--- src/rtl/dataflow_tb_pkg.sv ---
// dataflow_tb_pkg: shared FSM state type, default widths and saturating increment.
package dataflow_tb_pkg;
  typedef enum logic [1:0] {IDLE, RUN, DONE} state_t;
  localparam int DEF_DATA_W = 10;
  localparam int DEF_CNT_W = 32;
  function automatic logic [63:0] sat_inc(input logic [63:0] v, input int w);
    logic [63:0] max_v;
    max_v = (w >= 64) ? '1 : (64'd1 << w) - 64'd1;
    return (v == max_v) ? v : v + 64'd1;
  endfunction
endpackage

--- src/rtl/result_collector_sat_counter.sv ---
// sat_counter: clearable, enabled, saturating up-counter (clear has priority).
module sat_counter import dataflow_tb_pkg::*; #(
  parameter int CNT_W = DEF_CNT_W
) (
  input  logic             clk,
  input  logic             rst,
  input  logic             clr,
  input  logic             en,
  output logic [CNT_W-1:0] q
);
  logic [CNT_W-1:0] cnt_q, cnt_d;
  always_comb cnt_d = clr ? '0 : en ? CNT_W'(sat_inc(64'(cnt_q), CNT_W)) : cnt_q;
  always_ff @(posedge clk) cnt_q <= rst ? '0 : cnt_d;
  assign q = cnt_q;
endmodule

--- src/rtl/result_collector.sv ---
// result_collector: captures one kernel result per run, measures latency, drains extra tokens.
// Optional watchdog enabled by defining RESULT_COLLECTOR_TIMEOUT_EN.
module result_collector import dataflow_tb_pkg::*; #(
  parameter int DATA_W = DEF_DATA_W,
  parameter int CNT_W = DEF_CNT_W,
  parameter int TIMEOUT_CYCLES = 1000000
) (
  input  logic              clk,
  input  logic              rst,
  input  logic              start,
  input  logic [DATA_W-1:0] in_data,
  input  logic              in_valid,
  output logic              in_ready,
  output logic [DATA_W-1:0] result,
  output logic              done,
  output logic [CNT_W-1:0]  cycles,
  output logic [CNT_W-1:0]  extra_cnt,
  output logic              error,
  output logic              timeout,
  input  logic              ack
);
  state_t state_q, state_d;
  logic [DATA_W-1:0] result_q, result_d;
  logic timeout_q, timeout_d, error_q, error_d;
  logic xfer, tmo;
  assign in_ready = (state_q == IDLE) ? start : 1'b1;
  assign xfer = in_valid & in_ready;
`ifdef RESULT_COLLECTOR_TIMEOUT_EN
  assign tmo = (state_q == RUN) && (cycles == CNT_W'(TIMEOUT_CYCLES - 1)) && !xfer;
`else
  // watchdog absent: the parameter is accepted but never fires
  assign tmo = (TIMEOUT_CYCLES < 0);
`endif
  always_comb begin
    state_d = state_q;
    result_d = result_q;
    timeout_d = timeout_q;
    case (state_q)
      IDLE: begin
        state_d = !start ? IDLE : xfer ? DONE : RUN;
        result_d = xfer ? in_data : result_q;
      end
      RUN: begin
        state_d = (xfer || tmo) ? DONE : RUN;
        result_d = xfer ? in_data : result_q;
        timeout_d = tmo;
      end
      DONE: begin
        state_d = ack ? IDLE : DONE;
        result_d = ack ? '0 : result_q;
        timeout_d = timeout_q & !ack;
      end
      default: state_d = IDLE;
    endcase
    error_d = error_q | ((state_q == DONE) && xfer);
  end
  always_ff @(posedge clk) begin
    if (rst) begin
      state_q <= IDLE;
      result_q <= '0;
      timeout_q <= 1'b0;
      error_q <= 1'b0;
    end else begin
      state_q <= state_d;
      result_q <= result_d;
      timeout_q <= timeout_d;
      error_q <= error_d;
    end
  end
  sat_counter #(.CNT_W(CNT_W)) u_cycles (
    .clk(clk), .rst(rst),
    .clr(((state_q == IDLE) && start) || ((state_q == DONE) && ack)),
    .en(state_q == RUN), .q(cycles)
  );
  sat_counter #(.CNT_W(CNT_W)) u_extra (
    .clk(clk), .rst(rst), .clr(1'b0),
    .en((state_q == DONE) && xfer), .q(extra_cnt)
  );
  assign result = result_q;
  assign done = (state_q == DONE);
  assign timeout = timeout_q;
  assign error = error_q;
endmodule

--- config.mk ---
export PLATFORM = sky130hd
export DESIGN_NAME = result_collector
export DESIGN_NICKNAME = d
export VERILOG_FILES = /design/src/rtl/dataflow_tb_pkg.sv /design/src/rtl/result_collector_sat_counter.sv /design/src/rtl/result_collector.sv
export SDC_FILE = /design/constraint.sdc
export NUM_CORES = 1
export LEC_CHECK = 0
export BUFFER_PORTS_ARGS = -buffer_cell sky130_fd_sc_hd__buf_4
export CORE_UTILIZATION = 40
export CTS_CLUSTER_DIAMETER = 200
export DETAILED_ROUTE_END_ITERATION = 10
export PLACE_DENSITY_LB_ADDON = 0.12
export SYNTH_ARGS = -nofsm -noshare
export SYNTH_HDL_FRONTEND = slang
export SYNTH_HIERARCHICAL = 1
export SYNTH_SLANG_ARGS = --single-unit
--- constraint.sdc ---
create_clock -name clk -period 5.25 [get_ports clk]
set_input_delay 1.575 -clock clk [delete_from_list [all_inputs] [get_ports clk]]
set_output_delay 1.575 -clock clk [all_outputs]
set_load 0.02 [all_outputs]
==> results of run 1 <==
==> cells by family after synthesis <==
group           count (synthesis)  synth area share [%]
fa+ha+maj                       6                 1.880
mux                            13                 3.352
flops                          78                 39.10
buf+inv                        26                 3.070
compound gates                113                 18.14
other cells                     1               0.09389
simple gates                  207                 31.30
xor+xnor                       14                 3.070
==> placed cells by master, fill, tap and decap left out, drive strengths merged, types with 11 or more instances in the layout <==
cell type  instances
a21oi             43
and3              11
buf               92
clkbuf            11
dfxtp             78
nand2             29
nand2b            11
nand3             18
nand4             20
nor2              30
o21ai             38
or3               36
or4               12
==> flip-flops by register name, indices dropped and copies added (netlist names) <==
name	flops
timeout	1
u_extra/q	32
result	10
u_cycles/q	32
error	1
state_q	2
==> stage by stage <==
step | hold WS [ps] | cells | instance area (um2) | utilization (%)
2_1_floorplan | 546.1 | 459 | 3998 | -
3_3_place_gp | 461.3 | 668 | 4770 | 49.02
3_5_place_dp | 469.2 | 668 | 4770 | 49.02
4_1_cts | 485.2 | 684 | 4946 | 50.84
5_1_grt | 503.7 | 684 | 4946 | 50.84
6_report | 479.0 | 684 | 4946 | 50.84
==> worst max-delay path: stages <==
cell	delay, ps
buf_4	120
nand2b_1	190
buf_4	180
==> final timing paths <==
kind,from,endpoint,cells after the start
max,start,in_ready,3
min,result[2]$_SDFFE_PP0P_,result[2]$_SDFFE_PP0P_,2
max reg2reg,state_q[0]$_SDFF_PP0_,u_extra/q[29]$_SDFFE_PP0P_,8
min reg2reg,result[2]$_SDFFE_PP0P_,result[2]$_SDFFE_PP0P_,2
==> power by group <==
part | switching [mW] | total [mW] | internal (mW)
Clock | 0.223 | 0.408 | 0.185
Combinational | 0.0545 | 0.0966 | 0.0421
Sequential | 0.00590 | 0.606 | 0.600
Total | 0.283 | 1.11 | 0.828
==> metal layers <==
metal,track usage (%),up-vias,wire length [um]
li1,-,1881,-
met1,25.19,1750,4640
met2,31.34,70,4589
met3,2.941,9,370
met4,6.593,0,94
met5,0,-,0
==> layout make-up <==
type,count,area [um2]
timing repair buffer,92,690.7
multi-input combinational,355,2313
clock buffer,11,141.4
fill,974,4783
inverter,10,37.54
tap,133,166.4
sequential,78,1562
clock inverter,5,35.03
==> results.py, run 1 <==
metrics = {
    "power": {
        "power_mw": 1.111,
        "p_leak_nw": 1.779,
        "vdd_drop_max_v": 0.0001051,
        "powerDensity_nw_per_um2": 224.6,
    },
    "cells_and_area": {
        "drive_gt1_share_pct": 26.86,
        "antenna_cells": 0,
        "fin_nets": 567,
        "area_growth_pct": 23.84,
    },
    "cts": {
        "ctsResizeCount": 0,
        "htreeDepth": 3,
        "clk_latency_ps": 340,
        "clock-sinks": 78,
        "tritoncts": "built",
        "numCtsBuffers": 9,
        "clockBufferDepth": 2,
        "cts_root_buffer": "clkbuf_8",
        "clk_pin_slew_ps": 80,
        "post_cts_buffers": 0,
        "ctsHoldBuffers": 0,
    },
    "synth": {
        "ys_async_sr_fraction_pct": 0,
        "synth_seq_cells": 78,
        "synth_top_area_share_pct": 39.10,
        "synth_top_flop_cell": "dfxtp_1",
        "yosys_warnings": 6,
        "yosys-top-cells-count": "dfxtp_1, a21oi_1, o21ai_0",
        "avgSynthCellArea_um2": 8.720,
        "syn_area_um2": 3994,
        "synth_seq_area_share_pct": 39.10,
        "ys_types": 51,
        "synthTopCellsByArea": "dfxtp_1, a21oi_1, or3_1",
        "yosysMostFrequentCell": "dfxtp_1",
        "synth_edf_count": 0,
        "synth_top_area_cell": "dfxtp_1",
        "syn-instance-count": 458,
    },
    "global_routing": {
        "grt_pass1_vias": 3315,
        "grt_pass1_wl_mm": 15.66,
        "grt_usage_pct": 18.95,
        "overflow": 0,
        "antenna_found_initial": 0,
        "grt_max_degree": 30,
    },
    "run": {
        "max_cap_violations": 0,
    },
    "floorplan": {
        "rows": 36,
        "start_util_pct": 41.05,
        "dieArea_um2": 10390,
        "core-area_um2": 9729,
        "ioPinCount": 93,
        "chipWidth_um": 101.9,
        "die_h_um": 101.9,
    },
    "timing": {
        "finalHoldViolations": 0,
        "maxSlewHeadroom_pct": 38.28,
        "maxSlewViolCount": 0,
        "finalSetupViolCount": 0,
        "post-route-worst-setup-slack_ps": 1606,
        "fin_tns_setup_ps": 0,
        "min_period_over_period_pct": 69.41,
        "fmax_mhz": 274.4,
        "fin_skew_ps": 10.67,
        "worst_pin_slew_ps": 925.8,
        "rsz0062_at_grt": "no",
        "layout_min_cycle_time_ps": 3644,
    },
    "detailed_routing": {
        "drc": 0,
        "dr.pass1.iters": 4,
        "wire_per_inst_um": 14.17,
        "via_per_inst": 5.424,
        "drt-total-wl_mm": 9.694,
        "antenna_left": 0,
        "dr.first_iter.drc_count": 137,
        "vias": 3710,
    },
    "worst_hold_path": {
        "hp-class": "flop to flop",
    },
    "worst_setup_path": {
        "start_kind": "input port",
        "critPathArrivalTime_ps": 2070,
        "critPathMaxFanout": 4,
        "cp-end-kind": "primary output",
        "crit_type": "input port to primary output",
        "cp.required_ps": 3680,
        "rrSetupSlack_ps": 2510,
    },
    "place": {
        "hpwl_mm": 6.866,
        "gp_congestion": 0.7836,
        "portBuffers": 92,
        "dp_slack_ps": 1587,
    },
    "outcome": {
        "status": "finished, final reports clean",
    },
}
Power figures use the tool's default switching activity.
==> inputs of run 2 (changes only) <==
==> constraint.sdc (replaced) <==
create_clock -name clk -period 3 [get_ports clk]
set_input_delay 0.9 -clock clk [delete_from_list [all_inputs] [get_ports clk]]
set_output_delay 0.9 -clock clk [all_outputs]
set_load 0.02 [all_outputs]
==> run 2 against run 1 <==
Effect of this change: total power increased by 76%; clock-buffer cell count unchanged; clock skew increased by 1.3 ps; die area unchanged; sequential power increased by 75%; via count increased by 2.3%; largest power group unchanged.
==> results.py, run 2 (same netlist as run 1, synthesis figures left out) <==
metrics = {
    "global_routing": {
        "grt_pass1_vias": 3352,
        "overflow": 0,
        "grt_usage_pct": 18.96,
        "grt_pass1_wl_mm": 15.79,
        "grt_max_degree": 30,
        "antenna_found_initial": 0,
    },
    "timing": {
        "min_period_over_period_pct": 89.39,
        "finalHoldViolations": 0,
        "post-route-worst-setup-slack_ps": 318.3,
        "layout_min_cycle_time_ps": 2682,
        "fin_skew_ps": 11.96,
        "fin_tns_setup_ps": 0,
        "rsz0062_at_grt": "no",
        "worst_pin_slew_ps": 910.3,
        "fmax_mhz": 372.9,
        "maxSlewViolCount": 0,
        "finalSetupViolCount": 0,
        "maxSlewHeadroom_pct": 39.21,
    },
    "worst_setup_path": {
        "crit_cells": 10,
        "crit_type": "flop to flop",
        "critPathSlowestCell": "or3_1",
        "cp-end-kind": "flop",
        "rrSetupSlack_ps": 320,
        "critPathMaxFanout": 7,
        "max_stage_delay_ps": 400,
        "reg2reg_from": "state_q[0]$_SDFF_PP0_",
        "rr_endpoint": "u_extra/q[20]$_SDFFE_PP0P_",
        "crit_family": "simple AND/OR/NAND/NOR gates",
        "cp_num_buf_inv": 2,
        "cp.required_ps": 3260,
        "ff2ff_path_depth": 10,
        "crit_start": "state_q[0]$_SDFF_PP0_",
        "critPathCapture": "u_extra/q[20]$_SDFFE_PP0P_",
        "crit_chain": "inv_1, ha_1, nand2b_1, and3_1, buf_4, nand4_1, nor3_1, o2111ai_1, or3_1, a21oi_1",
        "critPathArrivalTime_ps": 2940,
        "start_kind": "flop",
    },
    "cts": {
        "clk_latency_ps": 340,
        "tritoncts": "built",
        "ctsResizeCount": 0,
        "clock-sinks": 78,
        "clk_pin_slew_ps": 90,
        "cts_root_buffer": "clkbuf_8",
        "numCtsBuffers": 9,
        "htreeDepth": 3,
        "post_cts_buffers": 0,
        "clockBufferDepth": 2,
        "ctsHoldBuffers": 0,
    },
    "power": {
        "vdd_drop_max_v": 0.0001814,
        "p_leak_nw": 1.808,
        "powerDensity_nw_per_um2": 392.1,
    },
    "floorplan": {
        "chipWidth_um": 101.9,
        "ioPinCount": 93,
        "rows": 36,
        "dieArea_um2": 10390,
        "die_h_um": 101.9,
        "start_util_pct": 41.05,
        "core-area_um2": 9729,
    },
    "cells_and_area": {
        "antenna_cells": 0,
        "fin_nets": 573,
        "fin_util_pct": 51.30,
        "final_common_cell": "buf_4",
        "most-common-layout-cells": "buf_4, dfxtp_1, a21oi_1, o21ai_0, or3_1",
        "area_growth_pct": 24.97,
        "drive_gt1_share_pct": 27.65,
    },
    "detailed_routing": {
        "wire_per_inst_um": 14.28,
        "via_per_inst": 5.501,
        "antenna_left": 0,
        "drt-total-wl_mm": 9.850,
        "vias": 3796,
        "drc": 0,
        "dr.first_iter.drc_count": 137,
        "dr.pass1.iters": 4,
    },
    "outcome": {
        "status": "finished, final reports clean",
    },
    "run": {
        "max_cap_violations": 0,
    },
    "place": {
        "gp_congestion": 0.7563,
        "dp_slack_ps": 98.11,
        "portBuffers": 92,
        "hpwl_mm": 6.880,
    },
    "worst_hold_path": {
        "hp-class": "flop to flop",
        "hp-start": "result[5]$_SDFFE_PP0P_",
    },
}
[run 2: cell count changes in the layout (fill, tap and decap cells not counted), sizes merged]
cell	before	now
buf	92	98
[run 2: worst min-delay path by stage]
stage / end / cells past startpoint
2_1_floorplan: result[3]$_SDFFE_PP0P_ / 2
3_3_place_gp: result[2]$_SDFFE_PP0P_ / 2
3_5_place_dp: result[3]$_SDFFE_PP0P_ / 2
4_1_cts: result[3]$_SDFFE_PP0P_ / 2
5_1_grt: timeout$_SDFFE_PP0P_ / 1
6_report: result[5]$_SDFFE_PP0P_ / 2
[run 2: final cells by class]
type / count / area [um2]
Sequential cell: 78 / 1562
Fill cell: 958 / 4738
Multi-Input combinational cell: 355 / 2313
Timing Repair Buffer: 98 / 735.7
Tap cell: 133 / 166.4
Clock inverter: 5 / 35.03
Clock buffer: 11 / 141.4
Inverter: 10 / 37.54
[run 2: stage by stage]
step | hold WS [ps] | cell area (um2) | power, mW | cells
floorplan | 546.1 | 3998 | 1.200 | 459
global placement | 461.9 | 4815 | 1.260 | 674
detailed placement | 461.3 | 4815 | 1.263 | 674
CTS | 479.0 | 4991 | 1.985 | 690
global route | 494.9 | 4991 | 2.032 | 690
finish | 478.0 | 4991 | 1.957 | 690
[run 2: where the power goes]
part / internal (mW) / total (mW) / switching [mW]
Clock: 0.324 / 0.720 / 0.396
Combinational: 0.0781 / 0.176 / 0.0977
Sequential: 1.05 / 1.06 / 0.0100
[run 2: worst register-to-register path, stage by stage, from the launching register on]
cell and delay, ps:
dfxtp_1 380, inv_1 80, ha_1 270, nand2b_1 120
and3_1 220, buf_4 160, nand4_1 220, nor3_1 290
o2111ai_1 320, or3_1 400, a21oi_1 170
[run 2: metal layers]
metal / wire length [um] / global-route usage [%] / vias to the layer above
met2: 4617 / 31.29 / 90
met1: 4680 / 25.28 / 1797
met4: 147 / 6.374 / 0
met3: 404 / 3.078 / 17
li1: - / - / 1892
met5: 0 / 0 / -
==> inputs of run 3 (changes only) <==
--- a/config.mk
+++ b/config.mk
@@ -6,10 +6,11 @@
 export NUM_CORES = 1
 export LEC_CHECK = 0
 export BUFFER_PORTS_ARGS = -buffer_cell sky130_fd_sc_hd__buf_4
-export CORE_UTILIZATION = 40
+export CORE_UTILIZATION = 29
 export CTS_CLUSTER_DIAMETER = 200
 export DETAILED_ROUTE_END_ITERATION = 10
 export PLACE_DENSITY_LB_ADDON = 0.12
+export SLEW_MARGIN = 0
 export SYNTH_ARGS = -nofsm -noshare
 export SYNTH_HDL_FRONTEND = slang
 export SYNTH_HIERARCHICAL = 1
==> run 3 against run 2 <==
Effect of this change: combinational power is essentially flat; clock-buffer cell count grew 1; clock skew shrank 5.0 ps; routed wire length grew 6.2%; die area grew 37%; core utilization shrank 12 points; worst hold slack lost 1.4 ps; setup slack gained 130 ps; clock power grew 62%; critical path depth is the same; total power grew 23%.
==> results.py, run 3 (same netlist as run 1, synthesis figures left out) <==
metrics = {
    "cts": {
        "tritoncts": "built",
        "clock-sinks": 78,
        "clockBufferDepth": 2,
        "post_cts_buffers": 0,
        "ctsResizeCount": 0,
        "clk_latency_ps": 340,
        "cts_root_buffer": "clkbuf_16",
        "htreeDepth": 3,
        "numCtsBuffers": 9,
        "ctsHoldBuffers": 0,
        "clk_pin_slew_ps": 60,
    },
    "power": {
        "power_mw": 2.410,
        "p_leak_nw": 1.894,
        "powerDensity_nw_per_um2": 462.1,
        "vdd_drop_max_v": 0.0002898,
    },
    "worst_setup_path": {
        "ff2ff_path_depth": 10,
        "reg2reg_from": "state_q[0]$_SDFF_PP0_",
        "rr_endpoint": "u_extra/q[22]$_SDFFE_PP0P_",
        "crit_chain": "inv_1, ha_1, nand2b_1, and3_1, buf_4, nand4_1, nor3_1, o2111ai_1, or3_1, a21oi_1",
        "cp-end-kind": "flop",
        "cp_num_buf_inv": 2,
        "cp.required_ps": 3260,
        "start_kind": "flop",
        "critPathArrivalTime_ps": 2810,
        "critPathMaxFanout": 7,
        "crit_type": "flop to flop",
        "max_stage_delay_ps": 400,
        "rrSetupSlack_ps": 450,
        "crit_family": "simple AND/OR/NAND/NOR gates",
        "critPathSlowestCell": "or3_1",
    },
    "place": {
        "hpwl_mm": 7.416,
        "gp_congestion": 0.7901,
        "placedCellCount": 721,
        "dp_slack_ps": 150.2,
        "portBuffers": 92,
    },
    "global_routing": {
        "grt_pass1_vias": 3478,
        "overflow": 0,
        "grt_usage_pct": 15.17,
        "grt_max_degree": 30,
        "grt_pass1_wl_mm": 17.42,
        "antenna_found_initial": 0,
    },
    "outcome": {
        "status": "finished, final reports clean",
    },
    "detailed_routing": {
        "drt-total-wl_mm": 10.46,
        "dr.first_iter.drc_count": 156,
        "vias": 3770,
        "wire_per_inst_um": 14.19,
        "antenna_left": 0,
        "drc": 0,
        "via_per_inst": 5.115,
        "dr.pass1.iters": 4,
    },
    "timing": {
        "post-route-worst-setup-slack_ps": 451.4,
        "fin_tns_setup_ps": 0,
        "fmax_mhz": 392.4,
        "finalSetupViolCount": 0,
        "rsz0062_at_grt": "no",
        "finalHoldViolations": 0,
        "fin_skew_ps": 6.957,
        "min_period_over_period_pct": 84.95,
        "worst_pin_slew_ps": 855.0,
        "layout_min_cycle_time_ps": 2549,
        "maxSlewHeadroom_pct": 42.91,
        "maxSlewViolCount": 0,
    },
    "cells_and_area": {
        "area_growth_pct": 30.58,
        "fin_util_pct": 39.07,
        "n_fill_cell": 1387,
        "instances_no_fill": 737,
        "final_common_cell": "buf_4",
        "drive_gt1_share_pct": 27.99,
        "fin_nets": 577,
        "antenna_cells": 0,
        "most-common-layout-cells": "buf_4, dfxtp_1, a21oi_1, o21ai_0, or3_1",
    },
    "floorplan": {
        "dieArea_um2": 14250,
        "rows": 42,
        "ioPinCount": 93,
        "die_h_um": 119.4,
        "core-area_um2": 13350,
        "chipWidth_um": 119.4,
        "start_util_pct": 29.92,
    },
    "worst_hold_path": {
        "hp-class": "flop to flop",
        "min_to": "timeout$_SDFFE_PP0P_",
        "hp-start": "timeout$_SDFFE_PP0P_",
        "holdPathStages": 1,
    },
    "run": {
        "max_cap_violations": 0,
    },
}
run 3: cell types whose count changed in the layout (fill, tap and decap cells not counted):
cell | previous run | this run
clkinvlp_4 | 1 | 0
clkinv_4 | 2 | 0
clkbuf_8 | 10 | 1
clkbuf_1 | 1 | 2
buf_4 | 98 | 102
bufinv_16 | 0 | 2
clkbuf_16 | 0 | 9
run 3: layout make-up:
| cell class | instances | area [um2] | share of cell area, % |
|---|---|---|---|
| multi-input cells | 355 | 2313 | 44.36 |
| flip-flops and latches | 78 | 1562 | 29.94 |
| repair buffers | 102 | 765.7 | 14.68 |
| clock buffers | 12 | 246.5 | 4.726 |
| well taps | 176 | 220.2 | 4.223 |
| clock inverters | 4 | 70.07 | 1.344 |
| inverters | 10 | 37.54 | 0.7198 |
run 3: per-stage QoR:
step,hold WS [ps],area (um2)
6_report,476.6,5215
5_1_grt,496.4,5215
4_1_cts,479.8,5215
3_5_place_dp,463.8,4898
3_3_place_gp,459.1,4898
2_1_floorplan,546.1,3998
run 3: worst register-to-register path, stage by stage (launching register included):
cell       delay, ps
dfxtp_1          360
inv_1             70
ha_1             270
nand2b_1         120
and3_1           220
buf_4            160
nand4_1          170
nor3_1           250
o2111ai_1        320
or3_1            400
a21oi_1          150
run 3: how the worst max path moves through the flow:
stage               slack [ps]             startpoint                          to  depth (start not counted)
floorplan                  150                  start  u_extra/q[29]$_SDFFE_PP0P_                          7
global placement           210                  start  u_extra/q[29]$_SDFFE_PP0P_                          8
detailed placement         150                  start  u_extra/q[29]$_SDFFE_PP0P_                          8
CTS                        440  state_q[0]$_SDFF_PP0_  u_extra/q[29]$_SDFFE_PP0P_                          9
global route               190  state_q[0]$_SDFF_PP0_  u_extra/q[22]$_SDFFE_PP0P_                         10
finish                     450  state_q[0]$_SDFF_PP0_  u_extra/q[22]$_SDFFE_PP0P_                         10
run 3: metal layers:
layer	up-vias	global-route usage [%]	routed length [um]
met5	-	0	0
met4	0	5.859	160
met3	11	2.778	375
met2	72	24.20	4906
met1	1785	20.21	5018
li1	1902	-	-
run 3: where the power goes:
part / switching (mW) / total, mW / internal (mW)
logic: 0.0987 / 0.178 / 0.0790
registers: 0.0103 / 1.06 / 1.05
clock network: 0.420 / 1.17 / 0.749
